### config.mk
export PLATFORM = sky130hd
export DESIGN_NAME = mem_port_arbiter
export DESIGN_NICKNAME = d
export VERILOG_FILES = /design/src/rtl/arb_pkg.sv /design/src/rtl/arb_wait_timer.sv /design/src/rtl/mem_port_arbiter.sv
export SDC_FILE = /design/constraint.sdc
export NUM_CORES = 1
export LEC_CHECK = 0
export CORE_ASPECT_RATIO = 0.8
export CORE_MARGIN = 2
export CORE_UTILIZATION = 46
export CTS_CLUSTER_SIZE = 8
export DETAILED_ROUTE_END_ITERATION = 7
export PLACE_DENSITY = 0.84
export SYNTH_ARGS = -nofsm -noshare
export SYNTH_HDL_FRONTEND = slang
export SYNTH_HIERARCHICAL = 1
export SYNTH_SLANG_ARGS = --single-unit
### constraint.sdc
create_clock -name Clk -period 3.3 [get_ports Clk]
set_input_delay 0.825 -clock Clk [delete_from_list [all_inputs] [get_ports Clk]]
set_output_delay 0.825 -clock Clk [all_outputs]
set_load 0.1 [all_outputs]
### src/rtl/arb_pkg.sv
// rtl/arb_pkg.sv - shared state, grant and abort-data constants for the memory port arbiter
// FSM encodings are plain logic constants so older tools can consume the package.
package arb_pkg;

  localparam logic [1:0] ST_IDLE    = 2'd0;
  localparam logic [1:0] ST_IF_WAIT = 2'd1;
  localparam logic [1:0] ST_DM_WAIT = 2'd2;
  localparam logic [1:0] ST_RESP    = 2'd3;

  localparam logic GNT_IF = 1'b0;
  localparam logic GNT_DM = 1'b1;

  localparam logic [31:0] TIMEOUT_DATA = 32'hDEADBEEF;

endpackage

### src/rtl/arb_wait_timer.sv
// rtl/arb_wait_timer.sv - wait-cycle counter with terminal flag for the arbiter watchdog
// Loads zero while clr is high, counts while en is high, and parks at TIMEOUT.
module arb_wait_timer #(
  parameter int TIMEOUT = 15
) (
  input  logic Clk,
  input  logic Rst,
  input  logic clr,
  input  logic en,
  output logic expired
);

  localparam int CW = $clog2(TIMEOUT + 1);

  logic [CW-1:0] cnt_q, cnt_d;

  assign expired = (cnt_q == CW'(TIMEOUT));

  always_comb begin
    cnt_d = cnt_q;
    if (clr) begin
      cnt_d = '0;
    end else if (en && !expired) begin
      cnt_d = cnt_q + 1'b1;
    end
  end

  always_ff @(posedge Clk) begin
    if (Rst) begin
      cnt_q <= '0;
    end else begin
      cnt_q <= cnt_d;
    end
  end

endmodule

### src/rtl/mem_port_arbiter.sv
// rtl/mem_port_arbiter.sv - IF/MEM arbiter for a shared single-port memory with watchdog
// Optional ARB_PERF_CNT_EN adds completed-transaction and stall-cycle counters.
module mem_port_arbiter
  import arb_pkg::*;
#(
  parameter int ADDR_W       = 32,
  parameter int DATA_W       = 32,
  parameter int TIMEOUT      = 15,
  parameter int STARVE_LIMIT = 4
) (
  input  logic              Clk,
  input  logic              Rst,
  input  logic              if_req,
  input  logic [ADDR_W-1:0] if_addr,
  output logic [DATA_W-1:0] if_rdata,
  output logic              if_ready,
  input  logic              dm_req,
  input  logic              dm_we,
  input  logic [ADDR_W-1:0] dm_addr,
  input  logic [DATA_W-1:0] dm_wdata,
  output logic [DATA_W-1:0] dm_rdata,
  output logic              dm_ready,
  output logic              mem_req,
  output logic              mem_we,
  output logic [ADDR_W-1:0] mem_addr,
  output logic [DATA_W-1:0] mem_wdata,
  input  logic [DATA_W-1:0] mem_rdata,
  input  logic              mem_ack,
  output logic              stall_if,
  output logic              stall_mem,
  output logic              timeout_err
`ifdef ARB_PERF_CNT_EN
  ,
  output logic [31:0]       perf_if_cnt,
  output logic [31:0]       perf_dm_cnt,
  output logic [31:0]       perf_stall_cnt
`endif
);

  localparam int SW = $clog2(STARVE_LIMIT + 1);

  logic [1:0]        state_q, state_d;
  logic              mem_req_q, mem_req_d;
  logic              mem_we_q, mem_we_d;
  logic [ADDR_W-1:0] mem_addr_q, mem_addr_d;
  logic [DATA_W-1:0] mem_wdata_q, mem_wdata_d;
  logic [DATA_W-1:0] if_rdata_q, if_rdata_d;
  logic [DATA_W-1:0] dm_rdata_q, dm_rdata_d;
  logic              if_ready_q, if_ready_d;
  logic              dm_ready_q, dm_ready_d;
  logic              timeout_err_q, timeout_err_d;
  logic [SW-1:0]     starve_cnt_q, starve_cnt_d;
  logic              wait_expired;
  logic              in_wait;
  logic              gnt_sel;
  logic [DATA_W-1:0] resp_data;

  assign in_wait   = (state_q == ST_IF_WAIT) || (state_q == ST_DM_WAIT);
  assign gnt_sel   = (state_q == ST_DM_WAIT) ? GNT_DM : GNT_IF;
  assign resp_data = mem_ack ? mem_rdata : DATA_W'(TIMEOUT_DATA);

  arb_wait_timer #(.TIMEOUT(TIMEOUT)) u_wait_timer (
    .Clk     (Clk),
    .Rst     (Rst),
    .clr     (state_q == ST_IDLE),
    .en      (in_wait),
    .expired (wait_expired)
  );

  always_comb begin
    state_d       = state_q;
    mem_req_d     = mem_req_q;
    mem_we_d      = mem_we_q;
    mem_addr_d    = mem_addr_q;
    mem_wdata_d   = mem_wdata_q;
    if_rdata_d    = if_rdata_q;
    dm_rdata_d    = dm_rdata_q;
    if_ready_d    = 1'b0;
    dm_ready_d    = 1'b0;
    timeout_err_d = timeout_err_q;
    starve_cnt_d  = starve_cnt_q;
    case (state_q)
      ST_IDLE: begin
        // DM has priority; IF jumps ahead once after STARVE_LIMIT DM grants it sat through
        if (dm_req && !(if_req && starve_cnt_q == SW'(STARVE_LIMIT))) begin
          state_d     = ST_DM_WAIT;
          mem_req_d   = 1'b1;
          mem_we_d    = dm_we;
          mem_addr_d  = dm_addr;
          mem_wdata_d = dm_wdata;
          if (if_req) begin
            starve_cnt_d = starve_cnt_q + 1'b1;
          end
        end else if (if_req) begin
          state_d      = ST_IF_WAIT;
          mem_req_d    = 1'b1;
          mem_we_d     = 1'b0;
          mem_addr_d   = if_addr;
          starve_cnt_d = '0;
        end
      end
      ST_IF_WAIT, ST_DM_WAIT: begin
        if (mem_ack || wait_expired) begin
          state_d   = ST_RESP;
          mem_req_d = 1'b0;
          if (!mem_ack) begin
            timeout_err_d = 1'b1;
          end
          if (gnt_sel == GNT_IF) begin
            if_rdata_d = resp_data;
            if_ready_d = 1'b1;
          end else begin
            if (!mem_we_q) begin
              dm_rdata_d = resp_data;
            end
            dm_ready_d = 1'b1;
          end
        end
      end
      default: state_d = ST_IDLE;
    endcase
  end

  always_ff @(posedge Clk) begin
    if (Rst) begin
      state_q       <= ST_IDLE;
      mem_req_q     <= 1'b0;
      mem_we_q      <= 1'b0;
      mem_addr_q    <= '0;
      mem_wdata_q   <= '0;
      if_rdata_q    <= '0;
      dm_rdata_q    <= '0;
      if_ready_q    <= 1'b0;
      dm_ready_q    <= 1'b0;
      timeout_err_q <= 1'b0;
      starve_cnt_q  <= '0;
    end else begin
      state_q       <= state_d;
      mem_req_q     <= mem_req_d;
      mem_we_q      <= mem_we_d;
      mem_addr_q    <= mem_addr_d;
      mem_wdata_q   <= mem_wdata_d;
      if_rdata_q    <= if_rdata_d;
      dm_rdata_q    <= dm_rdata_d;
      if_ready_q    <= if_ready_d;
      dm_ready_q    <= dm_ready_d;
      timeout_err_q <= timeout_err_d;
      starve_cnt_q  <= starve_cnt_d;
    end
  end

  assign mem_req     = mem_req_q;
  assign mem_we      = mem_we_q;
  assign mem_addr    = mem_addr_q;
  assign mem_wdata   = mem_wdata_q;
  assign if_rdata    = if_rdata_q;
  assign dm_rdata    = dm_rdata_q;
  assign if_ready    = if_ready_q;
  assign dm_ready    = dm_ready_q;
  assign timeout_err = timeout_err_q;
  assign stall_if    = if_req & ~if_ready_q;
  assign stall_mem   = dm_req & ~dm_ready_q;

`ifdef ARB_PERF_CNT_EN
  logic [31:0] perf_if_cnt_q, perf_if_cnt_d;
  logic [31:0] perf_dm_cnt_q, perf_dm_cnt_d;
  logic [31:0] perf_stall_cnt_q, perf_stall_cnt_d;

  always_comb begin
    perf_if_cnt_d    = perf_if_cnt_q + {31'd0, if_ready_q};
    perf_dm_cnt_d    = perf_dm_cnt_q + {31'd0, dm_ready_q};
    perf_stall_cnt_d = perf_stall_cnt_q + {31'd0, stall_if | stall_mem};
  end

  always_ff @(posedge Clk) begin
    if (Rst) begin
      perf_if_cnt_q    <= '0;
      perf_dm_cnt_q    <= '0;
      perf_stall_cnt_q <= '0;
    end else begin
      perf_if_cnt_q    <= perf_if_cnt_d;
      perf_dm_cnt_q    <= perf_dm_cnt_d;
      perf_stall_cnt_q <= perf_stall_cnt_d;
    end
  end

  assign perf_if_cnt    = perf_if_cnt_q;
  assign perf_dm_cnt    = perf_dm_cnt_q;
  assign perf_stall_cnt = perf_stall_cnt_q;
`endif

endmodule

Word level (Yosys, flattened, before mapping)
Index checks and enable logic that the tools add are counted.
{ "classes": {"n_addsub": 2, "eq_ne": 6, "n_mux": 19, "bitwise": 9, "reduce_logical": 21} }
{ "ops": {"columns": ["operator", "n"], "rows": [
  ["32-bit 2-to-1 mux", 3],
  ["3-bit 2-to-1 mux", 3],
  ["3-bit AND reduction", 3],
  ["1-bit 2-to-1 mux", 8],
  ["2-bit AND reduction", 4],
  ["1-bit inverter", 7],
  ["2-bit 2-to-1 mux", 3],
  ["4-bit by 1-bit adder with 4-bit output (second input constant)", 1],
  ["4-bit equality test (second input constant)", 1],
  ["2-bit case mux with 2 select lines", 1],
  ["4-bit AND reduction", 1],
  ["2-bit nonzero test", 2],
  ["2-bit OR reduction", 2],
  ["3-bit by 1-bit adder with 3-bit output (second input constant)", 1],
  ["3-bit equality test (second input constant)", 1],
  ["1-bit logical AND", 3],
  ["3-bit != test (second input constant)", 1],
  ["3-bit OR reduction", 1],
  ["1-bit AND", 2],
  ["2-bit by 1-bit equality test with 1-bit output (second input constant)", 1],
  ["2-bit equality test (second input constant)", 1],
  ["1-bit zero test", 2],
  ["2-bit zero test", 1],
  ["1-bit logical OR", 2],
  ["2 further kinds", 2]
]} }
{ "word_totals": {"reg_bits": 142, "in_bits": 134} }

Longest topological paths before layout
{ "logic_depth": {"ltp_word": 6, "ltp_mapped": 9, "ltp_nobuf": 6} }

Hierarchy
Netlist, hierarchy kept.
{ "modules_own_cells": {"columns": ["mod", "instances", "cells_per_inst", "area_per_inst_um2"], "rows": [
  ["mem_port_arbiter", 1, 700, 5954.5],
  ["arb_wait_timer", 1, 22, 211.5]
]} }

Worst setup path before layout
OpenSTA, ideal clock, no wires.
{ "synth_timing": {"kind": "input port to output port", "startpoint": "in dm_req", "endpoint": "out stall_mem", "arrival_time_ns": 2.485, "required_ns": 2.475, "path_slack_ns": -0.010, "path_stages": 4, "path_buffers": 2, "path_cell_list": "buf_2 > inv_1 > clkbuf_1 > nor2_1"} }
{ "synth_via": {"elab_chain_cells": 1} }
{ "synth_rtl": {"columns": ["element", "line", "text"], "rows": [
  ["start: declaration", "mem_port_arbiter.sv:17", "input logic dm_req,"],
  ["1-bit AND", "mem_port_arbiter.sv:162", "assign stall_mem = dm_req & ~dm_ready_q;"],
  ["end: declaration", "mem_port_arbiter.sv:30", "output logic stall_mem,"]
]} }
Every way passes these cells.

Final worst setup path
{ "layout_timing": {"startpoint": "in if_req", "endpoint": "out stall_if"} }
{ "layout_via": {"elab_chain_cells": 1} }
{ "layout_rtl": {"columns": ["element", "line", "text"], "rows": [
  ["start: declaration", "mem_port_arbiter.sv:13", "input logic if_req,"],
  ["1-bit AND", "mem_port_arbiter.sv:161", "assign stall_if = if_req & ~if_ready_q;"],
  ["end: declaration", "mem_port_arbiter.sv:29", "output logic stall_if,"]
]} }
Every way passes these cells.

==> impl_metrics.tcl <==
set metrics [dict create \
    start_kind "input port" \
    finalSetupViolCount 0 \
    ant_nets 0 \
    grt_use_total_pct 26.35 \
    end_kind "primary output" \
    fin_nets 1082 \
    intPower_mw 4.464 \
    crit_type "in2out" \
    core_area_mm2 0.01296 \
    holdBufCountCts 0 \
    die_w_um 133.4 \
    cts_setup_buffers 0 \
    synth-seq-cells 142 \
    switching_share_pct 52.34 \
    die-area_mm2 0.01435 \
    gp_congestion 0.8215 \
    required_ns 2.47 \
    vias 6302 \
    hold_viol 0 \
    arrival_ns 2.00 \
    netlist_instances 722 \
    wl_per_cell_um 17.05 \
    cp_max_fo 8 \
    cts_buffer_depth 2 \
    power.share.clock_pct 19.9 \
    fin_crit_sh_pct 85.64 \
    critPathSlowestCell "clkdlybuf4s50_1" \
    htree_levels 4 \
    power_frac_comb_pct 55.1 \
    hold_slack_ns 0.4748 \
    finish.utilization_pct 70.27 \
    tightest_slew_ns 0.8781 \
    min_to "mem_wdata[2]" \
    seqPwrFrac_pct 25.0 \
    rsz0062_at_grt "false" \
    hold_class "reg2reg" \
    synth_edf_count 0 \
    drive_gt1_share_pct 21.07 \
    io_buffers 268 \
    r2r_cells 5 \
    fin_area_mm2 0.009109 \
    cts_buffers 17 \
    p_sw_mw 4.903 \
    cts_num_sinks 142 \
    synth_ff_type "dfxtp_1" \
    r2r_end "if_rdata[8]" \
    grt_pass1_vias 5938 \
    power.leakage_nw 3.556 \
    viasPerCell 5.582 \
    whs_path_depth 2 \
    cp_cell_sequence "clkdlybuf4s50_1 > nor2b_1 > buf_12" \
    root_buffer "clkbuf_16" \
    yosysWarningCount 6 \
    finalSetupTns_ns 0 \
    setup_ws_ns 0.4738 \
    maxSlewHeadroom_pct 41.07 \
    layoutNonFillerInstCount 1129 \
    grt_pass1_wl_mm 30.47 \
    cts.clk_slew.worst_paths_ns 0.06 \
    slowest_delay_ns 0.68 \
    async_reset_ff_share_pct 0 \
    antenna_found_initial 0 \
    worstReg2RegStart "state_q[0]" \
    netlist_area_mm2 0.006166 \
    rows 37 \
    p_per_area_mw_per_mm2 1028 \
    final-max-slew-violation-count 0 \
    seq_area_frac_synth_pct 46.10 \
    drtIter0Drc 520 \
    grt-ovfl-total 0 \
    r2r_slack_ns 1.30 \
    placed_cell_area_mm2 0.008533 \
    areaGrowthSynthToFinish_pct 47.73 \
    fin_crit_ns 2.826 \
    syn_nets 862 \
    synth_cell_type_count 42 \
    p_total_mw 9.367 \
    avgSynthCellArea_um2 8.540 \
    insertedDiodeCount 0 \
    min_from "mem_wdata[2]" \
    place_ws_ns 0.5049 \
    initial_core_util_pct 47.57 \
    placed_cells 1098 \
    grt_max_degree 66 \
    die_y_um 107.6 \
    place_hpwl_mm 12.76 \
    fmax_mhz 353.8 \
    outcome "complete, no violations" \
    cts_tree "yes" \
    ios 269 \
    skew_ns 0.01088 \
    clock_latency_ns 0.41 \
    firstDrtPassIters 5 \
    ir_drop_v 0.0006741 \
    drt-total-wl_mm 19.25 \
    cts_resized 0 \
    cap_violations 0 \
    drc_errors 0 \
]
## area by class of cell
cell class | count | area [µm²]
Sequential cell | 142 | 2844
Clock inverter | 10 | 115.1
Multi-Input combinational cell | 487 | 2892
Timing Repair Buffer | 285 | 2545
Inverter | 9 | 33.78
Fill cell | 1041 | 3854
Tap cell | 175 | 219.0
Clock buffer | 21 | 460.4
## how the worst max path moves through the flow
stage	start	to	slack [ns]	cells past startpoint
final	if_req	stall_if	0.47	3
after global routing	if_req	stall_if	0.45	3
after CTS	if_req	stall_if	0.48	3
after detailed placement	if_req	stall_if	0.50	3
after global placement	if_req	stall_if	0.51	3
after floorplan	if_req	stall_if	0.32	1
## worst max-delay path, delay by kind of cell
family | cells | cell delay (ns)
buffers and inverters | 2 | 0.89
and+or+nand+nor | 1 | 0.29
## per-layer routing
layer	up-vias	part of all wire, %	GRT usage [%]	routed length, µm
met5	-	0	0	0
met4	0	2.2	9.347	429
met2	282	46	40.80	8903
met3	30	9.1	7.580	1747
li1	3107	-	-	-
met1	2883	42	35.23	8168
## registers in the layout, summed over array words and instances, names as in the netlist
name                count
mem_req                 1
if_ready                1
u_wait_timer/cnt_q      4
state_q                 2
dm_ready                1
mem_wdata              32
timeout_err             1
dm_rdata               32
mem_addr               32
if_rdata               32
mem_we                  1
starve_cnt_q            3
## cell usage after synthesis, types with 3 or more instances
cell type / count / share of area (%)
buf_2: 21 / 1.7
ha_1: 6 / 1.2
a311oi_1: 56 / 8.0
buf_6: 7 / 1.3
nor2_1: 62 / 3.8
o21ai_1: 4 / 0.32
nand4b_1: 3 / 0.43
dfxtp_1: 142 / 46
o21ai_0: 104 / 8.4
o41ai_1: 19 / 2.7
nand3_1: 67 / 5.4
inv_1: 7 / 0.43
nand2_1: 14 / 0.85
buf_1: 4 / 0.24
clkbuf_1: 47 / 2.9
nand4_1: 3 / 0.30
o41ai_2: 6 / 1.6
nor2b_1: 26 / 2.6
or3_1: 16 / 1.6
a21oi_1: 79 / 6.4
buf_4: 3 / 0.37
## power groups by stage
stage               logic [mW]  clock network, mW  registers (mW)
global route              5.40               1.98            2.39
finish                    5.16               1.87            2.34
detailed placement        5.14                  0            2.37
CTS                       5.16               1.90            2.34
global placement          5.12                  0            2.35
floorplan                 1.38                  0            5.03
## cells by family after synthesis
group,count (synthesis),share of synthesized area (%)
adder cells (fa/ha/maj),6,1.218
AND/OR/NAND/NOR,201,16.29
buffers and inverters,93,7.163
AO/OA/AOI/OAI,280,29.22
flip-flops,142,46.10
## cells in the final DEF, fill, tap and decap left out, drive strengths merged, types with 2 or more instances in the layout
cell type      instances
buf                  153
dfxtp                142
clkdlybuf4s50        132
o21ai                109
a21oi                 79
nand3                 68
nor2                  62
a311oi                58
nor2b                 26
o41ai                 25
clkbuf                21
or3                   16
nand2                 14
inv                    8
ha                     6
clkinv                 6
nand4                  3
nand4b                 3
clkinvlp               3
and2                   3
o211ai                 3
bufinv                 2
o21a                   2
or3b                   2
Power figures use the tool's default switching activity.
